$ cat src/rtl/alu_iter.sv
// Iterative execute-stage ALU: single-cycle base integer ops plus RV32M
// multiply/divide/remainder computed one bit per cycle behind valid/ready.
module alu_iter #(
  parameter int unsigned WIDTH   = 32,
  parameter int unsigned SHAMT_W = 5
) (
  input  logic             clk,
  input  logic             rst,
  input  logic             in_valid,
  output logic             in_ready,
  input  logic [WIDTH-1:0] op_a,
  input  logic [WIDTH-1:0] op_b,
  input  logic [2:0]       funct3,
  input  logic             is_rtype,
  input  logic             bit30,
  input  logic             is_muldiv,
  input  logic             pass_b,
  input  logic             flush,
  output logic             out_valid,
  input  logic             out_ready,
  output logic [WIDTH-1:0] result
);

  localparam int unsigned CntW = $clog2(WIDTH);
  localparam logic [WIDTH-1:0] MinNeg = {1'b1, {(WIDTH-1){1'b0}}};

  typedef enum logic [1:0] {StIdle, StBusy, StDone} state_e;

  state_e             state_q, state_d;
  logic [WIDTH-1:0]   result_q, result_d;
  logic [CntW-1:0]    cnt_q, cnt_d;
  // Multiply: {partial sum, multiplier}. Divide: {remainder, dividend/quotient}.
  logic [2*WIDTH-1:0] acc_q, acc_d;
  // Multiplicand magnitude or divisor magnitude.
  logic [WIDTH-1:0]   opb_q, opb_d;
  logic               is_div_q, is_div_d;
  logic               neg_q, neg_d;
  logic               hi_q, hi_d;
  logic               rem_q, rem_d;

  // ---------------------------------------------------------------------------
  // Base single-cycle ALU
  // ---------------------------------------------------------------------------
  logic [SHAMT_W-1:0] shamt;
  logic [WIDTH-1:0]   base_res;

  assign shamt = op_b[SHAMT_W-1:0];

  // Base op decode; pass_b (LUI) overrides funct3.
  always_comb begin
    base_res = '0;
    if (pass_b) begin
      base_res = op_b;
    end else begin
      unique case (funct3)
        3'd0: base_res = (is_rtype && bit30) ? (op_a - op_b) : (op_a + op_b);
        3'd1: base_res = op_a << shamt;
        3'd2: base_res = WIDTH'($signed(op_a) < $signed(op_b));
        3'd3: base_res = WIDTH'(op_a < op_b);
        3'd4: base_res = op_a ^ op_b;
        3'd5: base_res = bit30 ? $unsigned($signed(op_a) >>> shamt) : (op_a >> shamt);
        3'd6: base_res = op_a | op_b;
        3'd7: base_res = op_a & op_b;
        default: base_res = '0;
      endcase
    end
  end

  // ---------------------------------------------------------------------------
  // M-extension operand preparation and fast-path special cases
  // ---------------------------------------------------------------------------
  logic             a_sgn, b_sgn, a_neg, b_neg;
  logic [WIDTH-1:0] a_mag, b_mag;
  logic             div_zero, div_ovf, fast;
  logic [WIDTH-1:0] fast_res;

  // Signedness per funct3: MULH s/s, MULHSU s/u, MUL/MULHU u/u, DIV/REM s/s, DIVU/REMU u/u.
  always_comb begin
    if (funct3[2]) begin
      a_sgn = ~funct3[0];
      b_sgn = ~funct3[0];
    end else begin
      a_sgn = (funct3[1:0] == 2'b01) || (funct3[1:0] == 2'b10);
      b_sgn = (funct3[1:0] == 2'b01);
    end
    a_neg    = a_sgn & op_a[WIDTH-1];
    b_neg    = b_sgn & op_b[WIDTH-1];
    a_mag    = a_neg ? (-op_a) : op_a;
    b_mag    = b_neg ? (-op_b) : op_b;
    div_zero = funct3[2] && (op_b == '0);
    div_ovf  = funct3[2] && !funct3[0] && (op_a == MinNeg) && (op_b == '1);
    fast     = div_zero || div_ovf;
    // Divide by zero: quotient all ones, remainder = dividend.
    // Signed overflow: quotient = dividend, remainder = 0.
    if (div_zero) begin
      fast_res = funct3[1] ? op_a : '1;
    end else begin
      fast_res = funct3[1] ? '0 : op_a;
    end
  end

  // ---------------------------------------------------------------------------
  // One iteration of shift-add multiply / restoring divide
  // ---------------------------------------------------------------------------
  logic [WIDTH:0]     mul_sum;
  logic [2*WIDTH-1:0] mul_next;
  logic [WIDTH:0]     trial, diff;
  logic               ge;
  logic [WIDTH-1:0]   new_rem;
  logic [2*WIDTH-1:0] div_next;
  logic [2*WIDTH-1:0] step;
  logic [2*WIDTH-1:0] prod;
  logic [WIDTH-1:0]   div_val;
  logic [WIDTH-1:0]   final_res;

  // Datapath for the current iteration and the sign-corrected final value.
  always_comb begin
    mul_sum  = {1'b0, acc_q[2*WIDTH-1:WIDTH]} + (acc_q[0] ? {1'b0, opb_q} : '0);
    mul_next = {mul_sum, acc_q[WIDTH-1:1]};

    trial    = {acc_q[2*WIDTH-1:WIDTH], acc_q[WIDTH-1]};
    ge       = trial >= {1'b0, opb_q};
    diff     = trial - {1'b0, opb_q};
    // Remainder stays below the divisor, so a restored difference fits in WIDTH bits.
    new_rem  = ge ? diff[WIDTH-1:0] : trial[WIDTH-1:0];
    div_next = {new_rem, acc_q[WIDTH-2:0], ge};

    step = is_div_q ? div_next : mul_next;

    prod    = neg_q ? (-step) : step;
    div_val = rem_q ? step[2*WIDTH-1:WIDTH] : step[WIDTH-1:0];
    if (is_div_q) begin
      final_res = neg_q ? (-div_val) : div_val;
    end else begin
      final_res = hi_q ? prod[2*WIDTH-1:WIDTH] : prod[WIDTH-1:0];
    end
  end

  // ---------------------------------------------------------------------------
  // Control FSM
  // ---------------------------------------------------------------------------
  // Next-state, operand capture and result update; flush overrides all of it.
  always_comb begin
    state_d  = state_q;
    result_d = result_q;
    cnt_d    = cnt_q;
    acc_d    = acc_q;
    opb_d    = opb_q;
    is_div_d = is_div_q;
    neg_d    = neg_q;
    hi_d     = hi_q;
    rem_d    = rem_q;

    case (state_q)
      StIdle: begin
        if (in_valid) begin
          if (is_muldiv && !pass_b && !fast) begin
            state_d  = StBusy;
            cnt_d    = '0;
            is_div_d = funct3[2];
            hi_d     = (funct3[1:0] != 2'b00);
            rem_d    = funct3[1];
            if (funct3[2]) begin
              acc_d = {{WIDTH{1'b0}}, a_mag};
              opb_d = b_mag;
              neg_d = funct3[1] ? a_neg : (a_neg ^ b_neg);
            end else begin
              acc_d = {{WIDTH{1'b0}}, b_mag};
              opb_d = a_mag;
              neg_d = a_neg ^ b_neg;
            end
          end else begin
            state_d  = StDone;
            result_d = (is_muldiv && !pass_b) ? fast_res : base_res;
          end
        end
      end
      StBusy: begin
        acc_d = step;
        cnt_d = cnt_q + 1'b1;
        if (cnt_q == CntW'(WIDTH - 1)) begin
          state_d  = StDone;
          cnt_d    = '0;
          result_d = final_res;
        end
      end
      StDone: begin
        if (out_ready) begin
          state_d = StIdle;
        end
      end
      default: state_d = StIdle;
    endcase

    if (flush) begin
      state_d  = StIdle;
      result_d = result_q;
      cnt_d    = '0;
      acc_d    = '0;
    end
  end

  // State and datapath registers with synchronous reset.
  always_ff @(posedge clk) begin
    if (rst) begin
      state_q  <= StIdle;
      result_q <= '0;
      cnt_q    <= '0;
      acc_q    <= '0;
      opb_q    <= '0;
      is_div_q <= 1'b0;
      neg_q    <= 1'b0;
      hi_q     <= 1'b0;
      rem_q    <= 1'b0;
    end else begin
      state_q  <= state_d;
      result_q <= result_d;
      cnt_q    <= cnt_d;
      acc_q    <= acc_d;
      opb_q    <= opb_d;
      is_div_q <= is_div_d;
      neg_q    <= neg_d;
      hi_q     <= hi_d;
      rem_q    <= rem_d;
    end
  end

  // Not ready while reset is held so nothing is accepted during the reset cycle.
  assign in_ready  = (state_q == StIdle) && !rst;
  assign out_valid = (state_q == StDone);
  assign result    = result_q;

endmodule

$ cat config.mk
export PLATFORM = sky130hd
export DESIGN_NAME = alu_iter
export DESIGN_NICKNAME = d
export VERILOG_FILES = /design/src/rtl/alu_iter.sv
export SDC_FILE = /design/constraint.sdc
export NUM_CORES = 1
export LEC_CHECK = 0
export CORE_MARGIN = 10
export CORE_UTILIZATION = 45
export CTS_CLUSTER_SIZE = 16
export DETAILED_ROUTE_END_ITERATION = 6
export GPL_TIMING_DRIVEN = 0
export MAX_ROUTING_LAYER = met4
export PLACE_DENSITY_LB_ADDON = 0.1
export REMOVE_ABC_BUFFERS = 1
export SETUP_SLACK_MARGIN = 0.3
export SYNTH_ARGS = -nofsm -noshare
export SYNTH_HDL_FRONTEND = slang
export SYNTH_SLANG_ARGS = --single-unit
$ cat constraint.sdc
create_clock -name clk -period 6.13 [get_ports clk]
set_input_delay 1.226 -clock clk [delete_from_list [all_inputs] [get_ports clk]]
set_output_delay 1.226 -clock clk [all_outputs]
set_load 0.03 [all_outputs]
After elaboration in Yosys (flattened, before gate mapping):

Cells that the tools add are included.

* bits in registers: 139
* bits of input ports: 76
* output and inout bits: 34
* word-level logic and storage cells: 115

* add/sub/neg operators: 9
* order comparisons: 3
* eq/ne operators: 19
* shift-type cells: 3
* mux-type cells: 40
* bitwise gates (word level): 8
* reductions and logical operators: 24

Operators with widths (count)
* $mux W32: 20
* $mux W64: 4
* $pmux W32 S8: 1
* $pmux W64 S2: 1
* $neg A32 Y32: 3
* $eq A32 B32 Y1 const B: 2
* $lt A32 B32 Y1: 2
* $neg A64 Y64: 1
* $pmux W32 S2: 1
* $sub A32 B32 Y32: 2
* $add A32 B32 Y33: 1
* $ge A33 B32 Y1: 1
* $add A32 B32 Y32: 1
* $and A32 B32 Y32: 1
* $logic_not A32 Y1: 1
* $or A32 B32 Y32: 1
* $shl A32 B5 Y32: 1
* $shr A32 B5 Y32: 1
* $sshr A32 B5 Y32: 1
* $xor A32 B32 Y32: 1
* $mux W5: 3
* $eq A3 B3 Y1 const B: 4
* $pmux W5 S2: 1
* $reduce_and A3 Y1: 3
* 22 further kinds: 48

Depth between registers and ports, before layout:

Gate-level depths: netlist of the first run.

* word-level depth: 10
* gate-level depth with buffers: 23
* mapped depth without buffers: 20

Least setup slack after synthesis of the first run:

No wires, ideal clock.

* path kind: input port to flip-flop
* from: in op_b[2]
* to: reg result_q[29] (netlist: result[29])
* library setup time: 130 ps
* arrival: 5361 ps
* required time: 6000 ps
* setup slack: 638 ps
* cell stages on the path: 18
* path buffers: 3
* path through: inv_1 clkbuf_1 buf_1 clkbuf_1 ha_1 o21ai_0 o21a_1 o221a_2 o311ai_0 a41o_1 a221o_1 a21o_1 a21oi_1 or3_1 a31oi_1 xor2_1 a2111oi_0 o31ai_1

* longest elaborated chain between the ends: 8
* elaborated cells on any way between the ends: 23
* classes of those cells: 2 x add/sub; 2 x eq/ne; 3 x shift; 9 x mux; 7 x reduce/logical

Ends and longest elaborated chain
* from (decl): RTL line 12 `input logic [WIDTH-1:0] op_b,`
* $add A32 B32 Y32 (tied with other cells): RTL line 56 `3'd0: base_res = (is_rtype && bit30) ? (op_a - op_b) : (op_a + op_b);`
* $mux W32 (on tied branches): RTL line 56, 61
* $pmux W32 S8: RTL line 55 `unique case (funct3)`
* $mux W32: RTL line 52 `if (pass_b) begin`
* $mux W32: RTL line 174 `result_d = (is_muldiv && !pass_b) ? fast_res : base_res;`
* $mux W32: RTL line 157 `if (is_muldiv && !pass_b && !fast) begin`
* $mux W32: RTL line 156 `if (in_valid) begin`
* $pmux W32 S2: RTL line 154 `case (state_q)`
* to (signal assigned): RTL line 217 `result_q <= result_d;`
* to (decl): RTL line 30 `logic [WIDTH-1:0] result_q, result_d;`

Parallel ways exist; a longest one is shown, timed or not. The select of a mux whose other input is x is not followed.
A chain may end at the register's enable or synchronous reset.

Worst setup path in the final report of the first run:

* from: in op_b[2]
* to: reg result_q[0] (netlist: result[0])

* longest elaborated chain between the ends: 8
* elaborated cells on any way between the ends: 22
* classes of those cells: 2 x order compare; 2 x eq/ne; 3 x shift; 8 x mux; 7 x reduce/logical

Ends and longest elaborated chain
* branches (longest 8 deep; another with $lt A32 B32 Y1)

Parallel ways; which one is timed is not known. The select of a mux whose other input is x is not followed.

==> metrics.md, run 1 <==
| Metric | Value |
|---|---|
| Status | complete, but fails checks |
| Failing checks | max-capacitance violations, max-slew violations |
| Vias in the first global route | 27900 |
| First-pass GRT wire length | about 180 mm |
| Ys flop type | dfxtp_1 |
| Initial Util | a little under half |
| Core Region | 0.0563 mm^2 |
| Unique masters post-synth | ~120 |
| #FFs+latches synth | 139 |
| Min-Delay Path Class | register to register |
| Worst endpoint data arrival time | 6110 ps |
| Worst Setup Slack post-DPL | -2040 ps |
| Num rows | 87 |
| Worst-margin pin slew | 1510 ps |
| Post-synth ARST share | 0% |
| Leakage | 10.6 nW |
| Final ANT Viol Nets | 0 |
| Residual DRC | 0 |
| Clock root buffer | clkbuf_16 |
| Final Setup Violations | 0 |
| Cell count of the worst hold path | 2 |
| GRT overflow | 0 |
| Drt total wl | 126 mm |
| WP data required | 6470 ps |
| Die Area | about 0.067 mm^2 |
| F_max | 173 MHz |
| Worst Reg2Reg Path Length in Cells | 18 |
| CTS tree | done |
| MaxCap Viol Count | 1 |
| Overall Global Routing Usage | a little over a third |
| Dpl hpwl | 95.3 mm |
| DR vias/cell | 6.90 |
| Tmin final | 5770 ps |
| Die W | between 200 and 300 um |
| Io pins | between 100 and 150 |
| Maximum number of pins on one net before global-route repair | 105 |
| IO buf count | 109 |
| DRT iter0 DRCs | 3817 |
| Clock sinks | roughly 140 |
| Worst skew pair latency | 460 ps |
| Final worst-path cycle share | 94.1% |
| Hold slack final | 477 ps |
| Area delta synth->final | 10.1% |
| Layout Skew | 11.8 ps |
| Initial antenna violation count | 0 |
| Final worst slack | 361 ps |
| Wire per inst | 29.0 um |
| CTS buffer count | 17 |
| Hold Fails Final Rpt | 0 |
| CTS Hold Bufs | 0 |
| H-tree levels | 4 |
| Setup CP Type | input port to register |
| Average cell area after synthesis | 6.92 um^2 |
| Commonest non-fill, non-tap cell in the layout | nor2_1 |
| Via count | 30000 |
| Max IR drop VDD | a little under 0.2 mV |
| Commonest non-fill, non-tap cells in the layout | nor2_1, nand2_1, a21oi_1, o21ai_0, ha_1 |
| Cell Pwr Density | ~160 mW/mm^2 |
| Cell Area, Synth | 0.0256 mm^2 |
| Area leader, netlist | dfxtp_1 |
| Top cells by area, synth | dfxtp_1, ha_1, a21oi_1 |
| Worst setup EP type | register |
| Share of cells above drive strength 1 | under 10% |
| Fin util | between 50% and 60% |
| Drt pass-1 iters | 6 |
| Power Total | between 0.004 and 0.005 W |
| Routability-driven placement congestion ratio | 1.01 |
| Post-synthesis cell count | 3694 |
| CP startpoint kind | input port |
| DIE HEIGHT | 258 um |
| EDFF count, synth | 0 |
| Pins Over Slew Limit | 31 |
| TNS Setup | 0 ps |
| Longest Clk Path Bufs | 2 |
| RSZ-0062 raised after global routing | no |
| Final net count | 3828 |
| # diodes | 0 |
| Worst-path clk slew | about 70 ps |
| Worst-path maximum fanout | 39 |
| Sequential fraction of the synthesis area | 10.9% |
| Ys Warns | 0 |
| Synth top area share | a little over a tenth |
| Relative slew slack | -0.603% |
-- stage by stage --
stage | cells | cell area [um^2]
2_1_floorplan | 3390 | 24300
3_3_place_gp | 4255 | 26400
3_5_place_dp | 4282 | 27000
4_1_cts | 4325 | 27800
5_1_grt | 4345 | 28200
6_report | 4345 | 28200
-- state kept, by name (all words and copies together) (netlist names) --
name	flops
result	32
hi_q	1
is_div_q	1
acc_q	64
cnt_q	5
neg_q	1
rem_q	1
state_q	2
opb_q	32
-- layer usage --
layer / vias to the layer above / track usage [%] / wire length [um] / share of wire, %
met3: 347 / 4.48 / 10400 / 8.3
met5: - / - / 0 / 0
met2: 1796 / 58.0 / 57800 / 46
met4: 0 / 20.9 / 8360 / 6.6
li1: 13500 / - / - / -
met1: 14400 / 44.4 / 49300 / 39
-- synth_stat cells (23+ instances only) --
cell type / number
xnor2_1: 129
nand2b_1: 30
nor3_1: 98
o21ai_0: 259
xor2_1: 52
nor2b_1: 27
mux2_2: 25
nand4_1: 36
o21a_1: 24
mux2i_1: 92
o21bai_1: 24
or3_1: 25
mux4_2: 54
clkbuf_1: 229
inv_1: 151
o22ai_1: 23
and3_1: 29
dfxtp_1: 139
ha_1: 172
a221oi_1: 33
a22oi_1: 69
o211ai_1: 84
nand3_1: 80
nand2_1: 376
buf_2: 32
and2_1: 56
a21oi_1: 320
a21o_1: 36
nor2_1: 402
o31ai_1: 50
a31oi_1: 47
buf_1: 33
a211oi_1: 69
nor4_1: 26
-- worst paths after layout --
kind                                start         end  slack, ps
worst min register to register  opb_q[29]   opb_q[29]        480
worst min-delay path            opb_q[29]   opb_q[29]        480
worst max-delay path              op_b[2]   result[0]        360
worst max register to register  acc_q[39]  result[28]        430
-- critical path, cell delays in order --
cell	delay, ps
buf_2	320
buf_12	280
inv_4	220
ha_1	490
o21ba_2	220
nor4_1	70
o31ai_1	560
a211oi_2	260
o211ai_1	370
a21oi_2	190
a2111o_1	480
a21oi_1	150
or3_1	120
a21oi_1	90
or4_1	610
a221oi_1	400
-- repair_timing --
item,CTS,global route
endpoints found under the hold margin,0,0
buffers inserted,8,14
cloned,3,4
endpoints found under the setup margin,97,34
pin swaps,2,7
gates resized for setup,44,42
-- cells by family after synthesis --
family                     synth area share, %
and+or+nand+nor                           23.9
AOI/OAI and AO/OA                         33.1
buffers and inverters                     7.02
adders and majority gates                 9.36
xor gates and xnor gates                  6.20
muxes                                     9.50
DFF                                       10.9
-- report_power, final --
group | leakage, nW | internal, W | switching [W]
Combinational | 9.18 | 0.000822 | 0.00162
Clock | 0.288 | 0.000626 | 0.000476
Sequential | 1.13 | 0.000933 | 0.0000538
Total | 10.6 | 0.00238 | 0.00215
-- cell type report --
class | count | area, um^2
flip-flops and latches | 139 | 2800
clock inverters | 12 | 138
fillers | 5788 | 28100
multi-input cells | 3101 | 21300
well taps | 756 | 946
repair inverters | 3 | 15.0
inverters | 153 | 597
clock buffers | 20 | 457
repair buffers | 161 | 1880
(Power assumes the default switching activity.)
==> inputs of run 2 (changes only) <==
CORE_UTILIZATION = 35   (was 45)
==> run 2 against run 1 <==
Net effect:
- the flow finishes with violations (design-rule violations)
- maximum frequency is essentially flat
- global-route usage shrank 7.9 points
- design area grew 0.43%
- first-iteration DRC count shrank 25%
- wire length is essentially flat
- worst setup slack lost 5.0 ps
- critical path depth grew 1
- register-to-register slack lost 70 ps
- sequential share of layout area is essentially flat
- flip-flop and latch count is the same
- sequential power shrank 0.7%
==> metrics.md, run 2 (synthesis gave the netlist of run 1 again) <==
| Metric | Value |
|---|---|
| Status | complete, but fails checks |
| Failing checks | design-rule violations |
| Sequential fraction of design power | about 22% |
| Worst-path clk slew | approximately 70 ps |
| Drt pass-1 iters | 7 |
| Layout Skew | 15.0 ps |
| WP data required | around 6500 ps |
| Commonest non-fill, non-tap cells in the layout | nor2_1, nand2_1, a21oi_1, o21ai_0, ha_1 |
| Sw frac | between 40 and 50% |
| Clock root buffer | clkbuf_16 |
| Vias in the first global route | around 27000 |
| Hold slack final | 476 ps |
| F_max | ~170 MHz |
| Die W | 290 um |
| Worst-margin pin slew | ~1400 ps |
| Initial Util | 35.2% |
| First-pass GRT wire length | 183 mm |
| TNS Setup | 0 ps |
| Final Setup Violations | 0 |
| Dpl hpwl | 96.4 mm |
| Largest register FFs | 64 |
| CTS tree | done |
| R2R setup slack | around 360 ps |
| HP Start | opb_q[2] |
| Pins Over Slew Limit | 0 |
| Final ANT Viol Nets | 0 |
| Reg2reg start | acc_q[31] |
| DRT iter0 DRCs | 2872 |
| Post-route cell area | 0.0283 mm^2 |
| Min-Delay Path Class | register to register |
| Maximum number of pins on one net before global-route repair | 122 |
| Via count | 28800 |
| Num rows | 99 |
| Dpl cell area | 0.0273 mm^2 |
| Worst endpoint data arrival time | 6110 ps |
| Register bank with the most flops | acc_q |
| Combinational share of power | 53.7% |
| RSZ-0062 raised after global routing | yes |
| Max IR drop VDD | a little over 0.2 mV |
| GRT overflow | 0 |
| Worst-path maximum fanout | 6 |
| Die Area | 0.0843 mm^2 |
| Final worst-path cycle share | a little over nine tenths |
| Clock Power Share | 24.3% |
| Drt total wl | 126 mm |
| Longest Clk Path Bufs | 2 |
| Hold Fails Final Rpt | 0 |
| Tmin final | around 5800 ps |
| Worst setup EP type | register |
| Io pins | 110 |
| CTS buffer count | 17 |
| Overall Global Routing Usage | between 20% and 30% |
| Worst R2R End | result[29] |
| Leakage | 10.5 nW |
| Relative slew slack | 5.81% |
| Routability-driven placement congestion ratio | 0.991 |
| Share of cells above drive strength 1 | 8.53% |
| # diodes | 0 |
| Pint | around 0.0024 W |
| Commonest non-fill, non-tap cell in the layout | nor2_1 |
| Initial antenna violation count | 0 |
| Wire per inst | 27.7 um |
| CP startpoint kind | register |
| Hold EP | opb_q[2] |
| H-tree levels | 4 |
| Core Region | 0.0727 mm^2 |
| Area delta synth->final | 10.6% |
| Cell Pwr Density | about 160 mW/mm^2 |
| DIE HEIGHT | 290 um |
| Worst skew pair latency | 460 ps |
| Switching power | ~0.0021 W |
| Dpl cells | between 4000 and 5000 |
| Worst Reg2Reg Path Length in Cells | 17 |
| Setup CP Type | register to register |
| Residual DRC | 2 |
| DR vias/cell | 6.33 |
| Final Non-Filler Cells | 4546 |
| IO buf count | 109 |
| Final net count | ~3800 |
| Cell count of the worst hold path | 2 |
| Clock sinks | 139 |
| MaxCap Viol Count | 0 |
==> run 2: final cells by class <==
cell class                      instances  area, um^2
Tap cell                              959        1200
Clock buffer                           20         478
Timing Repair Buffer                  159        1820
Timing Repair inverter                  3        15.0
Clock inverter                         10        90.1
Inverter                              153         596
Fill cell                            7858       44400
Sequential cell                       139        2800
Multi-Input combinational cell       3103       21300
==> run 2: what timing repair did <==
item,CTS,global route
buffers inserted,11,10
hold buffers,0,0
setup endpoints to repair,129,67
cloned,4,4
resized for setup,43,32
pin swaps,4,8
==> run 2: worst max-delay path, cell delays in order, from the launching register on <==
cell and delay, ps:
dfxtp_1 500, inv_1 260, ha_1 290, inv_1 70
fa_1 200, a21oi_1 100, o221ai_1 720, a2111oi_4 220
o31ai_1 510, a211oi_1 180, or4_1 410, a311oi_1 650
o21bai_1 410, nor4b_1 150, and4_1 230, nor3_1 310
a21boi_1 310, o31ai_1 90
==> run 2: worst max path at each step <==
| stage | from | end | slack [ps] | cells after the start |
|---|---|---|---|---|
| 2_1_floorplan | op_b[1] | acc_q[1] | -4550 | 12 |
| 3_3_place_gp | op_b[0] | opb_q[8] | -18710 | 13 |
| 5_1_grt | op_b[4] | result[29] | 210 | 17 |
| 3_5_place_dp | op_b[1] | result[19] | -2280 | 16 |
| 4_1_cts | op_b[0] | result[19] | 280 | 17 |
| 6_report | acc_q[31] | result[29] | 360 | 17 |
==> run 2: routing by layer <==
metal,vias to the layer above,wire (um),global-route usage (%),share of wire [%]
li1,13500,-,-,-
met1,14000,54400,36.3,43
met2,1088,58700,46.8,47
met3,220,6190,1.72,4.9
met4,0,6510,12.4,5.2
met5,-,0,-,0
==> run 2: through the flow <==
step / setup WS (ps) / util, % / total power (W)
finish: 356 / 38.9 / 0.00446
floorplan: -4550 / - / 0.00237
CTS: 279 / 38.6 / 0.00437
global placement: -18710 / 36.6 / 0.00326
global route: 211 / 38.9 / 0.00463
detailed placement: -2280 / 37.5 / 0.00326
==> run 2: power groups by stage <==
| stage | clock network [W] | logic (W) | registers [W] |
|---|---|---|---|
| floorplan | 0 | 0.00135 | 0.00102 |
| global placement | 0 | 0.00222 | 0.00103 |
| detailed placement | 0 | 0.00226 | 0.000998 |
| CTS | 0.00109 | 0.00230 | 0.000978 |
| global route | 0.00111 | 0.00254 | 0.000982 |
| finish | 0.00108 | 0.00240 | 0.000980 |
